File: src/rtl/vga_pkg.sv
// -----------------------------------------------------------------------------
// vga_pkg
// Shared timing constants for the 640x480 @ 60 Hz VGA generator, plus the
// counter type and a small window-decode helper used by the sync decode.
// Default constants:
//   horizontal: 640 visible, 16 front, 96 sync, 48 back  -> 800 total
//   vertical  : 480 visible, 10 front,  2 sync, 33 back  -> 525 total
// -----------------------------------------------------------------------------
package vga_pkg;

    localparam int unsigned CNT_W = 10;
    typedef logic [CNT_W-1:0] cnt_t;

    // Horizontal defaults (pixels)
    localparam int unsigned H_VISIBLE_DEF    = 640;
    localparam int unsigned H_FRONT_DEF      = 16;
    localparam int unsigned H_SYNC_DEF       = 96;
    localparam int unsigned H_BACK_DEF       = 48;
    localparam int unsigned H_TOTAL_DEF      = H_VISIBLE_DEF + H_FRONT_DEF + H_SYNC_DEF + H_BACK_DEF;
    localparam int unsigned H_SYNC_START_DEF = H_VISIBLE_DEF + H_FRONT_DEF;
    localparam int unsigned H_SYNC_END_DEF   = H_SYNC_START_DEF + H_SYNC_DEF;

    // Vertical defaults (lines)
    localparam int unsigned V_VISIBLE_DEF    = 480;
    localparam int unsigned V_FRONT_DEF      = 10;
    localparam int unsigned V_SYNC_DEF       = 2;
    localparam int unsigned V_BACK_DEF       = 33;
    localparam int unsigned V_TOTAL_DEF      = V_VISIBLE_DEF + V_FRONT_DEF + V_SYNC_DEF + V_BACK_DEF;
    localparam int unsigned V_SYNC_START_DEF = V_VISIBLE_DEF + V_FRONT_DEF;
    localparam int unsigned V_SYNC_END_DEF   = V_SYNC_START_DEF + V_SYNC_DEF;

    // Half-open window test: lo <= value < hi
    function automatic logic in_span(input cnt_t value, input cnt_t lo, input cnt_t hi);
        return (value >= lo) && (value < hi);
    endfunction

endpackage

File: src/rtl/vga_if.sv
// -----------------------------------------------------------------------------
// vga_if
// Bundle between the pixel source, the timing generator and the connector.
//   red_in/green_in/blue_in : colour requested for the current coordinate
//   red_out/green_out/blue_out : gated colour to the DAC pins (0 when blanked)
//   hsync/vsync             : active-low sync pulses
//   hor_count/ver_count     : current pixel column / line
// master = pixel source side, slave = timing generator (vga_logic).
// -----------------------------------------------------------------------------
interface vga_if import vga_pkg::*; ();

    logic red_in;
    logic green_in;
    logic blue_in;
    logic red_out;
    logic green_out;
    logic blue_out;
    logic hsync;
    logic vsync;
    cnt_t hor_count;
    cnt_t ver_count;

    modport master (
        output red_in, green_in, blue_in,
        input  red_out, green_out, blue_out, hsync, vsync, hor_count, ver_count
    );

    modport slave (
        input  red_in, green_in, blue_in,
        output red_out, green_out, blue_out, hsync, vsync, hor_count, ver_count
    );

endinterface

File: src/rtl/vga_sync_counter.sv
// -----------------------------------------------------------------------------
// vga_sync_counter
// Divides clk by two into a pixel enable and runs the horizontal/vertical
// position counters with wrap-around.
//   clk, rst        : system clock, asynchronous active-high reset
//   pix_en_o        : high on the clk cycle whose edge advances the counters
//   hor_count_o     : registered pixel column
//   ver_count_o     : registered line
//   hor_next_o      : value hor_count_o takes on the coming edge
//   ver_next_o      : value ver_count_o takes on the coming edge
// -----------------------------------------------------------------------------
module vga_sync_counter import vga_pkg::*; #(
    parameter int unsigned H_TOTAL = H_TOTAL_DEF,
    parameter int unsigned V_TOTAL = V_TOTAL_DEF
) (
    input  logic clk,
    input  logic rst,
    output logic pix_en_o,
    output cnt_t hor_count_o,
    output cnt_t ver_count_o,
    output cnt_t hor_next_o,
    output cnt_t ver_next_o
);

    localparam cnt_t H_LAST = cnt_t'(H_TOTAL - 1);
    localparam cnt_t V_LAST = cnt_t'(V_TOTAL - 1);
    localparam cnt_t CNT_ZERO = cnt_t'(0);
    localparam cnt_t CNT_ONE  = cnt_t'(1);

    logic phase_q;
    logic phase_d;
    cnt_t hor_q;
    cnt_t hor_d;
    cnt_t ver_q;
    cnt_t ver_d;

    // Next-state for the phase divider and the position counters
    always_comb begin
        phase_d = ~phase_q;
        hor_d   = hor_q;
        ver_d   = ver_q;
        // The counters only move on the edge that ends a phase=1 cycle
        if (phase_q) begin
            if (hor_q == H_LAST) begin
                hor_d = CNT_ZERO;
                if (ver_q == V_LAST) begin
                    ver_d = CNT_ZERO;
                end else begin
                    ver_d = ver_q + CNT_ONE;
                end
            end else begin
                hor_d = hor_q + CNT_ONE;
                ver_d = ver_q;
            end
        end else begin
            hor_d = hor_q;
            ver_d = ver_q;
        end
    end

    // State registers for phase and counters
    always_ff @(posedge clk or posedge rst) begin
        if (rst) begin
            phase_q <= 1'b0;
            hor_q   <= CNT_ZERO;
            ver_q   <= CNT_ZERO;
        end else begin
            phase_q <= phase_d;
            hor_q   <= hor_d;
            ver_q   <= ver_d;
        end
    end

    assign pix_en_o    = phase_q;
    assign hor_count_o = hor_q;
    assign ver_count_o = ver_q;
    assign hor_next_o  = hor_d;
    assign ver_next_o  = ver_d;

endmodule

File: src/rtl/vga_logic.sv
// -----------------------------------------------------------------------------
// vga_logic
// VGA timing generator and colour gate, run from the 50 MHz system clock.
//   clk, rst : system clock, asynchronous active-high reset
//   vga      : vga_if slave port (colour in, gated colour out, hsync/vsync,
//              hor_count/ver_count)
// Sync and colour registers are loaded from a decode of the counters' *next*
// values on each pixel-enable edge, so they change in the same edge as the
// counters and always describe the coordinate currently shown on
// hor_count/ver_count.
// -----------------------------------------------------------------------------
module vga_logic import vga_pkg::*; #(
    parameter int unsigned H_VISIBLE = H_VISIBLE_DEF,
    parameter int unsigned H_FRONT   = H_FRONT_DEF,
    parameter int unsigned H_SYNC    = H_SYNC_DEF,
    parameter int unsigned H_BACK    = H_BACK_DEF,
    parameter int unsigned V_VISIBLE = V_VISIBLE_DEF,
    parameter int unsigned V_FRONT   = V_FRONT_DEF,
    parameter int unsigned V_SYNC    = V_SYNC_DEF,
    parameter int unsigned V_BACK    = V_BACK_DEF
) (
    input  logic  clk,
    input  logic  rst,
    vga_if.slave  vga
);

    localparam int unsigned H_TOTAL      = H_VISIBLE + H_FRONT + H_SYNC + H_BACK;
    localparam int unsigned V_TOTAL      = V_VISIBLE + V_FRONT + V_SYNC + V_BACK;
    localparam cnt_t H_VIS_LIM    = cnt_t'(H_VISIBLE);
    localparam cnt_t V_VIS_LIM    = cnt_t'(V_VISIBLE);
    localparam cnt_t H_SYNC_START = cnt_t'(H_VISIBLE + H_FRONT);
    localparam cnt_t H_SYNC_END   = cnt_t'(H_VISIBLE + H_FRONT + H_SYNC);
    localparam cnt_t V_SYNC_START = cnt_t'(V_VISIBLE + V_FRONT);
    localparam cnt_t V_SYNC_END   = cnt_t'(V_VISIBLE + V_FRONT + V_SYNC);

    logic       pix_en_s;
    cnt_t       hor_count_s;
    cnt_t       ver_count_s;
    cnt_t       hor_next_s;
    cnt_t       ver_next_s;
    logic       visible_s;

    logic       hsync_q;
    logic       hsync_d;
    logic       vsync_q;
    logic       vsync_d;
    logic [2:0] rgb_q;
    logic [2:0] rgb_d;

    vga_sync_counter #(
        .H_TOTAL (H_TOTAL),
        .V_TOTAL (V_TOTAL)
    ) u_counter (
        .clk         (clk),
        .rst         (rst),
        .pix_en_o    (pix_en_s),
        .hor_count_o (hor_count_s),
        .ver_count_o (ver_count_s),
        .hor_next_o  (hor_next_s),
        .ver_next_o  (ver_next_s)
    );

    // Visible-area, sync and colour decode of the upcoming coordinate
    always_comb begin
        visible_s = (hor_next_s < H_VIS_LIM) && (ver_next_s < V_VIS_LIM);
        hsync_d   = ~in_span(hor_next_s, H_SYNC_START, H_SYNC_END);
        vsync_d   = ~in_span(ver_next_s, V_SYNC_START, V_SYNC_END);
        rgb_d     = {vga.red_in, vga.green_in, vga.blue_in} & {3{visible_s}};
    end

    // Output registers, loaded only on pixel-enable edges
    always_ff @(posedge clk or posedge rst) begin
        if (rst) begin
            hsync_q <= 1'b1;
            vsync_q <= 1'b1;
            rgb_q   <= 3'b000;
        end else if (pix_en_s) begin
            hsync_q <= hsync_d;
            vsync_q <= vsync_d;
            rgb_q   <= rgb_d;
        end else begin
            hsync_q <= hsync_q;
            vsync_q <= vsync_q;
            rgb_q   <= rgb_q;
        end
    end

    assign vga.red_out   = rgb_q[2];
    assign vga.green_out = rgb_q[1];
    assign vga.blue_out  = rgb_q[0];
    assign vga.hsync     = hsync_q;
    assign vga.vsync     = vsync_q;
    assign vga.hor_count = hor_count_s;
    assign vga.ver_count = ver_count_s;

endmodule

File: src/flat_wrapper.sv
// flat-port wrapper written by rule: the top's interface ports become plain ports
module vga_logic_flat import vga_pkg::*;
#(
    parameter int unsigned H_VISIBLE = H_VISIBLE_DEF,
    parameter int unsigned H_FRONT   = H_FRONT_DEF,
    parameter int unsigned H_SYNC    = H_SYNC_DEF,
    parameter int unsigned H_BACK    = H_BACK_DEF,
    parameter int unsigned V_VISIBLE = V_VISIBLE_DEF,
    parameter int unsigned V_FRONT   = V_FRONT_DEF,
    parameter int unsigned V_SYNC    = V_SYNC_DEF,
    parameter int unsigned V_BACK    = V_BACK_DEF
)
  (clk, rst, vga_red_in, vga_green_in, vga_blue_in, vga_red_out, vga_green_out, vga_blue_out, vga_hsync, vga_vsync, vga_hor_count, vga_ver_count);
  vga_if vga_i ();
  input  logic clk;
  input  logic rst;
  input wire logic [$bits(vga_i.red_in)-1:0] vga_red_in;
  input wire logic [$bits(vga_i.green_in)-1:0] vga_green_in;
  input wire logic [$bits(vga_i.blue_in)-1:0] vga_blue_in;
  output wire logic [$bits(vga_i.red_out)-1:0] vga_red_out;
  output wire logic [$bits(vga_i.green_out)-1:0] vga_green_out;
  output wire logic [$bits(vga_i.blue_out)-1:0] vga_blue_out;
  output wire logic [$bits(vga_i.hsync)-1:0] vga_hsync;
  output wire logic [$bits(vga_i.vsync)-1:0] vga_vsync;
  output wire logic [$bits(vga_i.hor_count)-1:0] vga_hor_count;
  output wire logic [$bits(vga_i.ver_count)-1:0] vga_ver_count;
  assign vga_i.red_in = vga_red_in;
  assign vga_i.green_in = vga_green_in;
  assign vga_i.blue_in = vga_blue_in;
  assign vga_red_out = vga_i.red_out;
  assign vga_green_out = vga_i.green_out;
  assign vga_blue_out = vga_i.blue_out;
  assign vga_hsync = vga_i.hsync;
  assign vga_vsync = vga_i.vsync;
  assign vga_hor_count = vga_i.hor_count;
  assign vga_ver_count = vga_i.ver_count;
  vga_logic #(.H_VISIBLE(H_VISIBLE), .H_FRONT(H_FRONT), .H_SYNC(H_SYNC), .H_BACK(H_BACK), .V_VISIBLE(V_VISIBLE), .V_FRONT(V_FRONT), .V_SYNC(V_SYNC), .V_BACK(V_BACK)) u_core (.clk(clk), .rst(rst), .vga(vga_i));
endmodule
File: config.mk
export PLATFORM = sky130hd
export DESIGN_NAME = vga_logic_flat
export DESIGN_NICKNAME = d
export VERILOG_FILES = /design/src/rtl/vga_pkg.sv /design/src/rtl/vga_if.sv /design/src/rtl/vga_sync_counter.sv /design/src/rtl/vga_logic.sv /design/src/flat_wrapper.sv
export SDC_FILE = /design/constraint.sdc
export NUM_CORES = 1
export LEC_CHECK = 0
export CORE_AREA = 2 2 75 48
export DETAILED_ROUTE_END_ITERATION = 10
export DIE_AREA = 0 0 77 50
export GPL_ROUTABILITY_DRIVEN = 0
export PLACE_DENSITY = 0.74
export REMOVE_ABC_BUFFERS = 1
export SLEW_MARGIN = 20
export SYNTH_ARGS = -nofsm -noshare
export SYNTH_HDL_FRONTEND = slang
export SYNTH_SLANG_ARGS = --single-unit
export TNS_END_PERCENT = 5
File: constraint.sdc
create_clock -name clk -period 2.74 [get_ports clk]
set_input_delay 0.548 -clock clk [delete_from_list [all_inputs] [get_ports clk]]
set_output_delay 0.548 -clock clk [all_outputs]
set_load 0.02 [all_outputs]
# Word-level counts from Yosys, hierarchy flattened
# Cells that the tools add are included.
# Widths: inputs -> output; s select.
# word_totals
register_bits,26
out_inout_bits,25
# op_classes
add_sub_neg,2
magnitude_cmp,6
n_eq_ne,2
muxes,5
n_bitwise,4
n_reduce_logical,3
# ops
op,n
$mux 10,5
$add 10x1->10 const B,2
$eq 10x10->1 const B,2
$lt 10x10->1 const B,2
$lt 10x9->1 const B,2
$ge 10x10->1 const B,1
$ge 10x9->1 const B,1
$and 3x3->3,1
$logic_and 1x1->1,3
$not 1->1,3

# Depth between registers and ports, before layout
# Gate-level depths: netlist of the first run.
# logic_depth
word_depth,7
depth_mapped,8

# By module
# From an unflattened synthesis of the first run, not the netlist that was laid out.
# hier_totals
hier_cells,125
hier_area_um2,1343.8
# modules_own_cells
mod,instances,cells_each,area_each_um2
vga_sync_counter,1,100,1073.5
vga_logic,1,25,270.3

# Worst setup path after synthesis of the first run
# Ideal clock, no wire load.
# synth_timing
kind,register -> register
from,register u_core.u_counter.hor_q[0] (netlist: u_core.u_counter.hor_count_o[0])
to,register u_core.rgb_q[0]
setup_time_ns,0.120
arrival_ns,2.028
required_time_ns,2.620
slack_ns,0.592
path_stages_with_launch,8
path_buffers,0
period_less_slack_ns,2.148
path_cell_list,dfrtp_1 > ha_1 > and4b_1 > nand3_1 > or3b_1 > mux2i_4 > a211oi_2 > a31o_2
# synth_between
elab_chain_len,6
# synth_lines
item,line_no,source
start: declaration,vga_sync_counter.sv:32,cnt_t hor_q;
start signal: assignment,vga_sync_counter.sv:69,hor_q <= hor_d;
$eq 10x10->1,vga_sync_counter.sv:44,if (hor_q == H_LAST) begin
$mux 10,vga_sync_counter.sv:44,
$mux 10,vga_sync_counter.sv:43,if (phase_q) begin
named net u_core.u_counter.ver_next_o[9],vga_sync_counter.sv:22,output cnt_t ver_next_o
$lt 10x9->1,vga_logic.sv:65,visible_s = (hor_next_s < H_VIS_LIM) && (ver_next_s < V_VIS_LIM);
$logic_and 1x1->1,vga_logic.sv:65,
$and 3x3->3,vga_logic.sv:68,"rgb_d = {vga.red_in, vga.green_in, vga.blue_in} & {3{visible_s}};"
end signal: assignment,vga_logic.sv:80,rgb_q <= rgb_d;
end signal: assignment,vga_logic.sv:84,rgb_q <= rgb_q;
end: declaration,vga_logic.sv:47,logic [2:0] rgb_q;
# The timed path passes the listed nets, and every way through them passes these cells.
# A chain may end at the register's enable or synchronous reset.

# Final worst setup path of the first run
# layout_timing
from,register u_core.u_counter.hor_q[0] (netlist: u_core.u_counter.hor_count_o[0])
to,register u_core.vsync_q (netlist: u_core.vga.vsync)
# layout_between
elab_chain_len,6
# layout_lines
item,line_no,source
$eq 10x10->1 *,vga_sync_counter.sv:44,
$mux 10 *,vga_sync_counter.sv:44,
$mux 10 *,vga_sync_counter.sv:43,
named net u_core.u_counter.ver_next_o[7],vga_sync_counter.sv:22,
$ge 10x9->1 or $lt 10x9->1 (tied branches),vga_pkg.sv:34,return (value >= lo) && (value < hi);
$logic_and 1x1->1 *,vga_pkg.sv:34,
$not 1->1 *,vga_logic.sv:67,"vsync_d = ~in_span(ver_next_s, V_SYNC_START, V_SYNC_END);"
end signal: assignment,vga_logic.sv:79,vsync_q <= vsync_d;
end signal: assignment,vga_logic.sv:83,vsync_q <= vsync_q;
end: declaration,vga_logic.sv:45,logic vsync_q;
# Mark *: on every way through the listed nets, which the timed path passes. The rest lies on a longest branch.

==> results.md, run 1 <==
* Outcome: finished, final reports clean
* Worst setup EP type: flop
* Drt wl/cell at 16.1 um
* Core box area at about 0.0032 mm^2
* Worst EP arrival at approximately 2.5 ns
* Post-CTS setup buffers at 0
* Most frequent cells in the layout: clkdlybuf4s50_1, dfrtp_1, nand2_1
* Min-delay worst type: flop to flop
* Vias/cell at about 5.8
* Nets at ~200
* Max transition margin at between 60% and 70%
* Seq cells post-synth at 26
* Top cell type's share of synthesized area at 37.6%
* Pin count of the biggest net entering global routing at 27
* Area of the multi-input gates at roughly 870 um^2
* Design Power at between 0.7 and 0.8 mW
* DRC at 0
* Reg area at about 650 um^2
* Yosys top cell by area: dfrtp_1
* HPWL Detailed at between 2000 and 3000 um
* Crit path max fanout at 6
* Final period util at 84.7%
* Setup Skew at between 0.006 and 0.007 ns
* # resized after CTS at 0
* Post-synth EDFFs at 0
* Post-route cell area at ~0.0020 mm^2
* Leak at roughly 0.81 nW
* Die height at 50 um
* Number of port buffers at 29
* CTS Hold Buffers Added at 0
* N_diodes at 0
* Final WL at between 3000 and 4000 um
* Synth cell types at 45
* # fillers at approximately 280
* Drt first pass iters at 4
* Startpoint types: flop
* Die footprint at approximately 0.0039 mm^2
* RSZ-0062 raised after global routing: no
* Maximum clock path buffer count at 2
* Skew-Pair Late Insertion Delay at 0.28 ns
* Root Buffer Master: clkbuf_8
* CTS Buf Count at 3
* 1st-iter DRT viols at a little over 200
* Uppermost layer routed: met4
* Placed insts at 235
* Ys async rst share at 100%
* Crit path time final at 2.32 ns
* Metal-1 WL at ~1800 um
* Register area share after synthesis at 40.9%
* Worst vdd ir at between 0.0002 and 0.0003 V
* Die width at slightly below 80 um
* Sum Neg Setup Slack at 0 ns
* Reg clk slew, reported paths at about 0.09 ns
* Final setup fails at 0
* Finished Layout Cells at 239
* # IOs at 30
* WL met2 at around 1700 um
* Synth area leaders: dfrtp_1, xnor2_1, nand2_1, dfstp_2, nand3_1
* Post-Synthesis Cells at about 170
* Total Routing Usage GR at a little over a fifth
* Post-Syn Area at between 0.0015 and 0.002 mm^2
* Initial Util at about half
* Post-route ant nets at 0
* Critical Path RT at just under 3 ns
* Max-slew violation count at 0
* Commonest non-fill, non-tap cell in the layout: clkdlybuf4s50_1
* Hold Vio Cnt, Final at 0
* Area after DPL at just under 0.002 mm^2
* Synth Warn # at 0
* Fmax at between 400 and 500 MHz
* Hold slack at around 0.53 ns
* Proportion of layout cells with a drive suffix above 1 at about 14%
* Antenna violations before repair at 0
* Area delta synth->final at 25.3%
* WL met3 at 318 um
* Routed vias at around 1400
* Max-capacitance violation count at 0
* First-pass GRT wire length at around 6400 um
* Worst Tran Pin Value at about 0.5 ns
* Cell Pwr Density at around 370 mW/mm^2
* Vias in the first global route at 1280
* Syn avg cell area at a little under 10 um^2
* Global route overflow at 0
* CTS tree: yes
* Setup CP Type: flop to flop
* Main synth FF type: dfrtp_1
* Clock sink total at 26
* Max H-tree Level at 1
* Row cnt at 16
[cell type report]
type | count | area share [%]
Clock inverter | 1 | 1.50
Inverter | 7 | 1.31
Multi-Input combinational cell | 123 | 43.3
Timing Repair Buffer | 34 | 16.4
Clock buffer | 3 | 2.06
Sequential cell | 26 | 32.6
Tap cell | 45 | 2.81
[metrics by stage]
stage | setup WS, ns | util [%]
floorplan | 0.212 | -
global route | 0.226 | 63.3
global placement | 0.564 | 61.0
detailed placement | 0.444 | 61.0
CTS | 0.413 | 63.3
finish | 0.419 | 63.3
[cells by family after synthesis]
logic type | Yosys count | share of synthesized area, %
AO/OA/AOI/OAI | 22 | 9.40
multiplexers | 3 | 2.66
flip-flops | 26 | 40.9
AND/OR/NAND/NOR | 81 | 32.1
buffers and inverters | 17 | 4.86
XOR/XNOR | 14 | 7.68
adder cells (fa/ha/maj) | 3 | 2.35
[Yosys cell counts, types with 2 or more instances]
library cell	instances
a21oi_1	5
nand4_1	8
nor2b_1	3
nor2_1	13
and4b_1	2
mux2i_1	2
a31o_2	3
buf_2	8
dfstp_2	2
xnor2_1	9
xor2_1	5
and4_2	2
nor3_1	6
nand3_1	10
dfrtp_1	24
and3_1	2
ha_1	3
inv_1	7
nand3b_1	2
and4_1	3
o21ai_0	7
o32a_1	2
nand2_1	16
[layer usage]
layer  global-route usage, %  vias to the layer above
met1                    30.7                      650
met4                    5.36                        0
li1                        -                      658
met2                    32.6                       76
met3                    4.21                        9
met5                       0                        -
[path summary, 6_finish.rpt]
| check | from | endpoint | slack, ns | cells past startpoint |
|---|---|---|---|---|
| setup reg to reg | u_core.u_counter.hor_count_o[0] | u_core.vga.vsync | 0.42 | 7 |
| max in group asynchronous | rst | u_core.vga.vsync | 1.83 | 3 |
| setup / recovery | u_core.u_counter.hor_count_o[0] | u_core.vga.vsync | 0.42 | 7 |
| min in group asynchronous | rst | u_core.rgb_q[0] | 0.61 | 3 |
| hold / removal | u_core.vga.hsync | u_core.vga.hsync | 0.53 | 1 |
| hold reg to reg | u_core.vga.hsync | u_core.vga.hsync | 0.53 | 1 |
[sequential cells by signal (all words and copies together) (netlist names)]
register,flops
u_core.vga.hsync,1
u_core.rgb_q,3
u_core.u_counter.pix_en_o,1
u_core.vga.vsync,1
u_core.u_counter.hor_count_o,10
u_core.u_counter.ver_count_o,10
[power breakdown]
part	switching (mW)	internal (mW)
clock	0.124	0.196
combinational	0.0125	0.0122
sequential	0.00108	0.386
total	0.137	0.594
[worst max-delay path: stages (launching register included)]
cell and delay [ns]:
dfrtp_1 0.44, ha_1 0.33, nand4b_4 0.16, nor3_1 0.39, and3_1 0.24, xnor2_1 0.22
nand2_1 0.11, o32a_1 0.35
Note: power is estimated with default switching activity, not from simulation.
==> run 2, diff against run 1 <==
- clock period: 2.74 -> 2.3 ns (I/O delays scaled with it)
==> results.md, run 2 (synthesis results as in run 1) <==
* Design Power at 0.869 mW (+19%)
* Critical Path RT at 2.47 ns (-0.48 ns)
* Core box area at 0.00316 mm^2 (unchanged)
* Number of port buffers at 29 (unchanged)
* N_diodes at 0 (unchanged)
* Cell Pwr Density at 419 mW/mm^2 (+15%)
* Proportion of layout cells with a drive suffix above 1 at 18.2% (+4.3 points)
* Crit path max fanout at 6 (unchanged)
* Total Routing Usage GR at 21.5% (+0.29 points)
* Area after DPL at 0.00200 mm^2 (+3.5%)
* Final period util at 92.7% (+8.0 points)
* Finished Layout Cells at 248 (+3.8%)
* Post-route ant nets at 0 (unchanged)
* Commonest non-fill, non-tap cell in the layout: clkdlybuf4s50_1
* Worst EP arrival at 2.30 ns (-0.23 ns)
* First-pass GRT wire length at 6470 um (+1.6%)
* Final setup fails at 0 (unchanged)
* CTS Buf Count at 3 (unchanged)
* Global route overflow at 0 (unchanged)
* DRC at 0 (unchanged)
* Vias/cell at 5.73 (-1.7%)
* Maximum clock path buffer count at 2 (unchanged)
* Cell family with most CP delay: simple AND/OR/NAND/NOR gates
* Post-Place Worst Slack at 0.161 ns (-0.283 ns)
* Placed insts at 244 (+3.8%)
* Setup Skew at 0.00683 ns (+0.0000943 ns)
* Final Worst Setup Slack at 0.169 ns (-0.251 ns)
* # fillers at 266 (-4.3%)
* CTS Hold Buffers Added at 0 (unchanged)
* Initial Util at 50.5% (unchanged)
* Reg clk slew, reported paths at 0.09 ns (about the same)
* Die height at 50 um (unchanged)
* Max H-tree Level at 1 (unchanged)
* CTS tree: yes
* Worst Tran Pin Value at 0.357 ns (-0.143 ns)
* Skew-Pair Late Insertion Delay at 0.27 ns (about the same)
* Outcome: finished, final reports clean
* Row cnt at 16 (unchanged)
* Slowest CP cell: or3b_1
* Root Buffer Master: clkbuf_8
* Max transition margin at 76.2% (+9.5 points)
* Post-route cell area at 0.00207 mm^2 (+3.6%)
* Cells along the critical path: ha_1 -> and4b_1 -> nand3_1 -> or3b_1 -> mux2i_4 -> a211oi_2 -> a31o_2
* Drt wl/cell at 15.7 um (-2.7%)
* Hold Vio Cnt, Final at 0 (unchanged)
* Die width at 77 um (unchanged)
* RSZ-0062 raised after global routing: no
* # IOs at 30 (unchanged)
* Die footprint at 0.00385 mm^2 (unchanged)
* Fmax at 469 MHz (+8.9%)
* Clock sink total at 26 (unchanged)
* Crit-path max cell delay at 0.45 ns (about the same)
* Worst setup EP type: flop
* Nets at 212 (+4.4%)
* Drt first pass iters at 4 (unchanged)
* Area delta synth->final at 29.9%
* Max-capacitance violation count at 0 (unchanged)
* Worst path bufs/invs at 0 (unchanged)
* Crit path time final at 2.13 ns (-0.189 ns)
* Max-slew violation count at 0 (unchanged)
* Worst vdd ir at 0.000313 V (+11%)
* Antenna violations before repair at 0 (unchanged)
* Vias in the first global route at 1347 (+5.2%)
* Final WL at 3890 um (+1.0%)
* Routed vias at 1421 (+2.0%)
* Min-delay worst type: flop to flop
* Setup CP Type: flop to flop
* Pin count of the biggest net entering global routing at 27 (unchanged)
* 1st-iter DRT viols at 140 (-31%)
* Most frequent cells in the layout: clkdlybuf4s50_1, dfrtp_1, nand2_1
* Startpoint types: flop
* Leak at 0.856 nW (+5.8%)
* HPWL Detailed at 2950 um (+2.2%)
==> run 2: report_power, final <==
group / switching [mW] / internal [mW]
clock network: 0.145 / 0.233
logic: 0.0152 / 0.0146
registers: 0.00147 / 0.460
==> run 2: timing repair <==
item / CTS / global route
gates resized for setup: 0 / 1
setup buffers: 0 / 0
setup endpoints to repair: 0 / 4
==> run 2: cell type report <==
| type | count | area (um^2) | area share [%] |
|---|---|---|---|
| Clock buffer | 3 | 41.3 | 1.99 |
| Tap cell | 45 | 56.3 | 2.72 |
| Inverter | 7 | 26.3 | 1.27 |
| Multi-Input combinational cell | 123 | 871 | 42.0 |
| Clock inverter | 1 | 30.0 | 1.45 |
| Timing Repair Buffer | 43 | 395 | 19.1 |
| Sequential cell | 26 | 653 | 31.5 |
==> run 2: worst register-to-register path, stage by stage, from the launching register on <==
cell and delay [ns]:
dfrtp_1 0.36, ha_1 0.29, and4b_1 0.27, nand3_1 0.15, or3b_1 0.45, mux2i_4 0.17, a211oi_2 0.07, a31o_2 0.27
==> run 2: path summary, 6_finish.rpt <==
check / from / end / slack, ns / depth (start not counted)
max: u_core.u_counter.hor_count_o[0] / u_core.rgb_q[1] / 0.17 / 7
max in group asynchronous: rst / u_core.vga.hsync / 1.44 / 3
min reg2reg: u_core.vga.hsync / u_core.vga.hsync / 0.53 / 1
min in group asynchronous: rst / u_core.rgb_q[0] / 0.56 / 3
max reg2reg: u_core.u_counter.hor_count_o[0] / u_core.rgb_q[1] / 0.17 / 7
min: u_core.vga.hsync / u_core.vga.hsync / 0.53 / 1
==> run 2: per-layer routing <==
layer | track usage [%] | wire length [um] | vias up
met1 | 32.5 | 1840 | 679
met4 | 6.55 | 19 | 0
li1 | - | - | 671
met2 | 30.1 | 1710 | 69
met5 | 0 | 0 | -
met3 | 5.13 | 325 | 2
==> run 2: metrics by stage <==
step,setup TNS (ns),hold WS [ns],utilization (%)
floorplan,-0.901,0.499,-
global placement,0,0.518,63.1
detailed placement,0,0.520,63.1
CTS,0,0.534,65.4
global route,0,0.544,65.5
finish,0,0.531,65.5
